File: src/rtl/clock_divider_pkg.sv
// Shared types and defaults for the programmable integer clock divider.
package clock_divider_pkg;

  localparam int unsigned DEFAULT_RATIO_WIDTH = 8;

  typedef enum logic {
    PH_LOW  = 1'b0,
    PH_HIGH = 1'b1
  } phase_e;

endpackage

File: src/rtl/clock_divider_clk_bypass_mux.sv
// 2:1 clock select between the reference clock and the divided level.
// Kept standalone so a glitch-free clock-mux cell can replace it later.
module clock_divider_clk_bypass_mux (
  input  logic i_ref_clk,
  input  logic i_div_clk,
  input  logic i_sel_div,
  output logic o_clk
);

  assign o_clk = i_sel_div ? i_div_clk : i_ref_clk;

endmodule

File: src/rtl/clock_divider.sv
// Integer clock divider: high phase N>>1, low phase N-(N>>1) reference cycles;
// bypass passes i_ref_clk through when disabled or N < 2.
module clock_divider
  import clock_divider_pkg::*;
#(
  parameter int unsigned RATIO_WIDTH = DEFAULT_RATIO_WIDTH
) (
  input  logic                   i_ref_clk,
  input  logic                   i_rst,
  input  logic                   i_clk_en,
  input  logic [RATIO_WIDTH-1:0] i_div_ratio,
  output logic                   o_div_clk
);

  logic                   bypass_c;
  logic [RATIO_WIDTH-1:0] high_len_c;
  logic [RATIO_WIDTH-1:0] low_len_c;
  logic [RATIO_WIDTH-1:0] high_last_c;
  logic [RATIO_WIDTH-1:0] low_last_c;

  logic [RATIO_WIDTH-1:0] cnt_q;
  logic [RATIO_WIDTH-1:0] cnt_d;
  phase_e                 phase_q;
  phase_e                 phase_d;

  assign bypass_c    = !i_clk_en
                     || (i_div_ratio == RATIO_WIDTH'(0))
                     || (i_div_ratio == RATIO_WIDTH'(1));
  assign high_len_c  = i_div_ratio >> 1;
  assign low_len_c   = i_div_ratio - high_len_c;
  assign high_last_c = high_len_c - RATIO_WIDTH'(1);
  assign low_last_c  = low_len_c - RATIO_WIDTH'(1);

  always_ff @(posedge i_ref_clk or posedge i_rst) begin
    if (i_rst) begin
      cnt_q   <= '0;
      phase_q <= PH_LOW;
    end else begin
      cnt_q   <= cnt_d;
      phase_q <= phase_d;
    end
  end

  // >= compare ends an over-long phase at once after a ratio decrease.
  always_comb begin
    cnt_d   = cnt_q;
    phase_d = phase_q;
    if (bypass_c) begin
      cnt_d   = '0;
      phase_d = PH_LOW;
    end else begin
      unique case (phase_q)
        PH_HIGH: begin
          if (cnt_q >= high_last_c) begin
            cnt_d   = '0;
            phase_d = PH_LOW;
          end else begin
            cnt_d = cnt_q + RATIO_WIDTH'(1);
          end
        end
        PH_LOW: begin
          if (cnt_q >= low_last_c) begin
            cnt_d   = '0;
            phase_d = PH_HIGH;
          end else begin
            cnt_d = cnt_q + RATIO_WIDTH'(1);
          end
        end
        default: begin
          cnt_d   = '0;
          phase_d = PH_LOW;
        end
      endcase
    end
  end

  clock_divider_clk_bypass_mux u_clk_mux (
    .i_ref_clk (i_ref_clk),
    .i_div_clk (phase_q == PH_HIGH),
    .i_sel_div (!bypass_c),
    .o_clk     (o_div_clk)
  );

endmodule

File: config.mk
export PLATFORM = sky130hd
export DESIGN_NAME = clock_divider
export DESIGN_NICKNAME = d
export VERILOG_FILES = /design/src/rtl/clock_divider_pkg.sv /design/src/rtl/clock_divider_clk_bypass_mux.sv /design/src/rtl/clock_divider.sv
export SDC_FILE = /design/constraint.sdc
export NUM_CORES = 1
export LEC_CHECK = 0
export ABC_AREA = 1
export CORE_MARGIN = 2
export CORE_UTILIZATION = 58
export CTS_BUF_LIST = sky130_fd_sc_hd__clkbuf_8 sky130_fd_sc_hd__clkbuf_16
export DETAILED_ROUTE_END_ITERATION = 8
export GPL_ROUTABILITY_DRIVEN = 0
export GPL_TIMING_DRIVEN = 1
export PLACE_DENSITY = 0.8
export REMOVE_ABC_BUFFERS = 1
export SLEW_MARGIN = 20
export SYNTH_ARGS = -nofsm -noshare
export SYNTH_HDL_FRONTEND = slang
export SYNTH_SLANG_ARGS = --single-unit
File: constraint.sdc
create_clock -name i_ref_clk -period 2.05 [get_ports i_ref_clk]
set_input_delay 0.615 -clock i_ref_clk [delete_from_list [all_inputs] [get_ports i_ref_clk]]
set_output_delay 0.615 -clock i_ref_clk [all_outputs]
set_load 0.005 [all_outputs]
==> impl_metrics.json <==
{
  "grt_max_degree": 10,
  "antenna_found_initial": 0,
  "crit_path_max_fanout": 4,
  "hold_viol": 0,
  "synth_area_leader_cell": "ha_1",
  "start_kind": "primary input",
  "run_status": "finished, violations left",
  "drt_wl_total_um": 6400,
  "tightest_slew_ns": 0.341,
  "max_cap_viol_count": 0,
  "yosys_warnings": 0,
  "synth_seq_cells": 9,
  "pwr-share-comb_pct": 45.0,
  "relSlewSlack_pct": 77.3,
  "drc": 0,
  "maxSlewViolCount": 0,
  "dieArea_um2": 2750,
  "grt_pass1_vias": 1677,
  "place_hpwl_um": 2710,
  "critPathRequiredTime_ns": 2.32,
  "syn_area_per_cell_um2": 6.86,
  "cpMaxStageDelayCell": "ha_1",
  "switchingPower_w": 0.000386,
  "utilization_pct": 97.1,
  "finalClockSkew_ns": 0.000826,
  "wire_per_inst_um": 22.3,
  "die_y_um": 52.4,
  "min_period_over_period_pct": 145,
  "final_antenna_net_count": 0,
  "mostFrequentLayoutCells": "41 x buf_4, 39 x nand2_1, 22 x ha_1",
  "synth_area_um2": 1360,
  "via_per_inst": 6.47,
  "power.internal_w": 0.000653,
  "drive_gt1_share_pct": 42.5,
  "grt-ovfl-total": 0,
  "p_clk_share_pct": 36.1,
  "synth_cell_type_count": 22,
  "num-fill-cells": 43,
  "grt_usage_pct": 38.7,
  "p_seq_share_pct": 18.9,
  "cts_tree": "yes",
  "io_pins": 12,
  "setup_violations": 12,
  "clkSlewWorstSetupHoldPaths_ns": 0.04,
  "yosys-top-cells-area": "ha_1 29%, dfrtp_1 17%, nand2_1 13%, inv_1 8.3%, nor2_1 6.6%",
  "vias": 1857,
  "clk_latency_ns": 0.34,
  "cpPeakStageDelay_ns": 0.35,
  "holdWs_ns": 0.535,
  "arrival_ns": 3.24,
  "n_antenna_cell": 0,
  "fin_nets": 304,
  "period_minus_slack_ns": 2.96,
  "p_per_area_nw_per_um2": 484,
  "path_cells": "dlygate4sd2_1 -> inv_2 -> ha_1 -> inv_2 -> a21oi_1 -> nand3_2 -> xor2_2 -> ha_1 -> a21o_1 -> nor2_1 -> nand2_2 -> a21oi_2 -> nand2_1 -> inv_1",
  "critPathBufInv": 4,
  "violations": "negative setup slack",
  "start_util_pct": 61.4,
  "fp-row-count": 17,
  "cts_hold_buf": 0,
  "die_x_um": 52.4,
  "synth_top_area_share_pct": 29.5,
  "grt_setup_unrepaired": "yes",
  "cp-end-kind": "register",
  "grt_pass1_wl_um": 7570,
  "area_delta_synth_final_pct": 58.0,
  "critPathKind": "primary input to register",
  "hp-class": "primary input to asynchronous set/reset pin",
  "port-buffer-count": 11,
  "switching_share_pct": 37.2,
  "drtIter0Drc": 114,
  "cellLeakagePower_nw": 1.16,
  "final.setup.worst_slack_ns": -0.913,
  "fmax_mhz": 338,
  "ir_drop_uv": 781,
  "layout_commonest_cell": "buf_4",
  "coreArea_um2": 2210,
  "first_pass_iters": 6,
  "netlist_instances": 198,
  "path_delay_family": "compound AO/OA/AOI/OAI gates",
  "yosysSeqAreaShare_pct": 16.6
}
-- cells by family (layout without fill, tap and decap cells) --
family / count (synthesis) / after routing / synth area share (%)
AND/OR/NAND/NOR: 95 / 95 / 29.5
adder cells (fa/ha/maj): 33 / 33 / 30.9
XOR/XNOR: 10 / 10 / 6.45
flip-flops: 9 / 9 / 16.6
AO/OA/AOI/OAI: 18 / 18 / 7.46
buffers and inverters: 33 / 94 / 9.12
-- metal layers --
layer	vias to the layer above	wire (um)	track usage [%]
met5	-	0	0
met4	0	651	33.3
met3	89	756	8.00
met2	198	2820	67.5
met1	813	2180	38.3
li1	757	-	-
-- timing repair --
item	in CTS	in global routing
setup endpoints to repair	13	12
buffers inserted	11	5
pin swaps	44	23
resized for setup	76	23
-- synth_stat cells --
cell       n
a21o_1     2
a21oi_1   11
a21oi_2    1
and3_1     1
dfrtp_1    9
fa_1       1
ha_1      32
inv_1     30
inv_2      3
nand2_1   48
nand2_2    2
nand3_1   11
nand3b_1   1
nand4_1    4
nor2_1    24
nor3_1     2
nor3b_1    1
o21a_1     1
o21ai_0    3
or2_1      1
xnor2_1    1
xor2_1     9
-- worst paths after layout --
| kind | start | end | slack (ns) | depth (start not counted) |
|---|---|---|---|---|
| setup / recovery | i_div_ratio[6] | cnt_q[0] | -0.91 | 14 |
| hold / removal | i_rst | cnt_q[5] | 0.54 | 2 |
| setup reg to reg | cnt_q[5] | cnt_q[5] | 0.13 | 8 |
| hold reg to reg | phase_q | phase_q | 0.64 | 2 |
| max in group asynchronous | i_rst | cnt_q[3] | 1.27 | 2 |
| min in group i_ref_clk | phase_q | phase_q | 0.64 | 2 |
-- cell type report --
type | count | area, um2 | area share (%)
multi-input cells | 156 | 1220 | 57.0
repair buffers | 53 | 430 | 20.0
flip-flops and latches | 9 | 225 | 10.5
well taps | 28 | 35.0 | 1.63
clock buffers | 7 | 87.6 | 4.08
clock inverters | 1 | 3.75 | 0.175
inverters | 33 | 141 | 6.59
-- sequential cells by signal, indices dropped and copies added, names as in the netlist --
signal,cells
cnt_q,8
phase_q,1
-- worst register-to-register path, cell delays in order (launching register included) --
cell,delay (ns)
dfrtp_1,0.46
ha_1,0.35
a21oi_2,0.15
nor2_1,0.06
nor3_2,0.23
nand3_1,0.14
nand2_2,0.22
nand2_1,0.12
nor2_2,0.11
-- through the flow --
step                      TNS [ns]  setup slack [ns]  instances  power, W  cell area (um2)
after floorplan              -5.36            -0.614        198  0.000379             1360
after global placement      -11.97             -1.24        265  0.000508             1710
after detailed placement    -12.79             -1.33        265  0.000525             1710
after CTS                    -3.83            -0.414        283  0.000928             2020
after global routing        -10.19             -1.14        287   0.00107             2150
final                        -7.67            -0.913        287   0.00104             2150
-- power groups by stage --
stage | logic (W) | registers (W) | clock network (W)
final | 0.000467 | 0.000196 | 0.000376
after CTS | 0.000359 | 0.000193 | 0.000376
after global placement | 0.000282 | 0.000195 | 0.0000303
after floorplan | 0.000175 | 0.000193 | 0.0000104
after global routing | 0.000486 | 0.000195 | 0.000394
after detailed placement | 0.000300 | 0.000195 | 0.0000303
No activity file was read; power rests on OpenSTA's default activity.
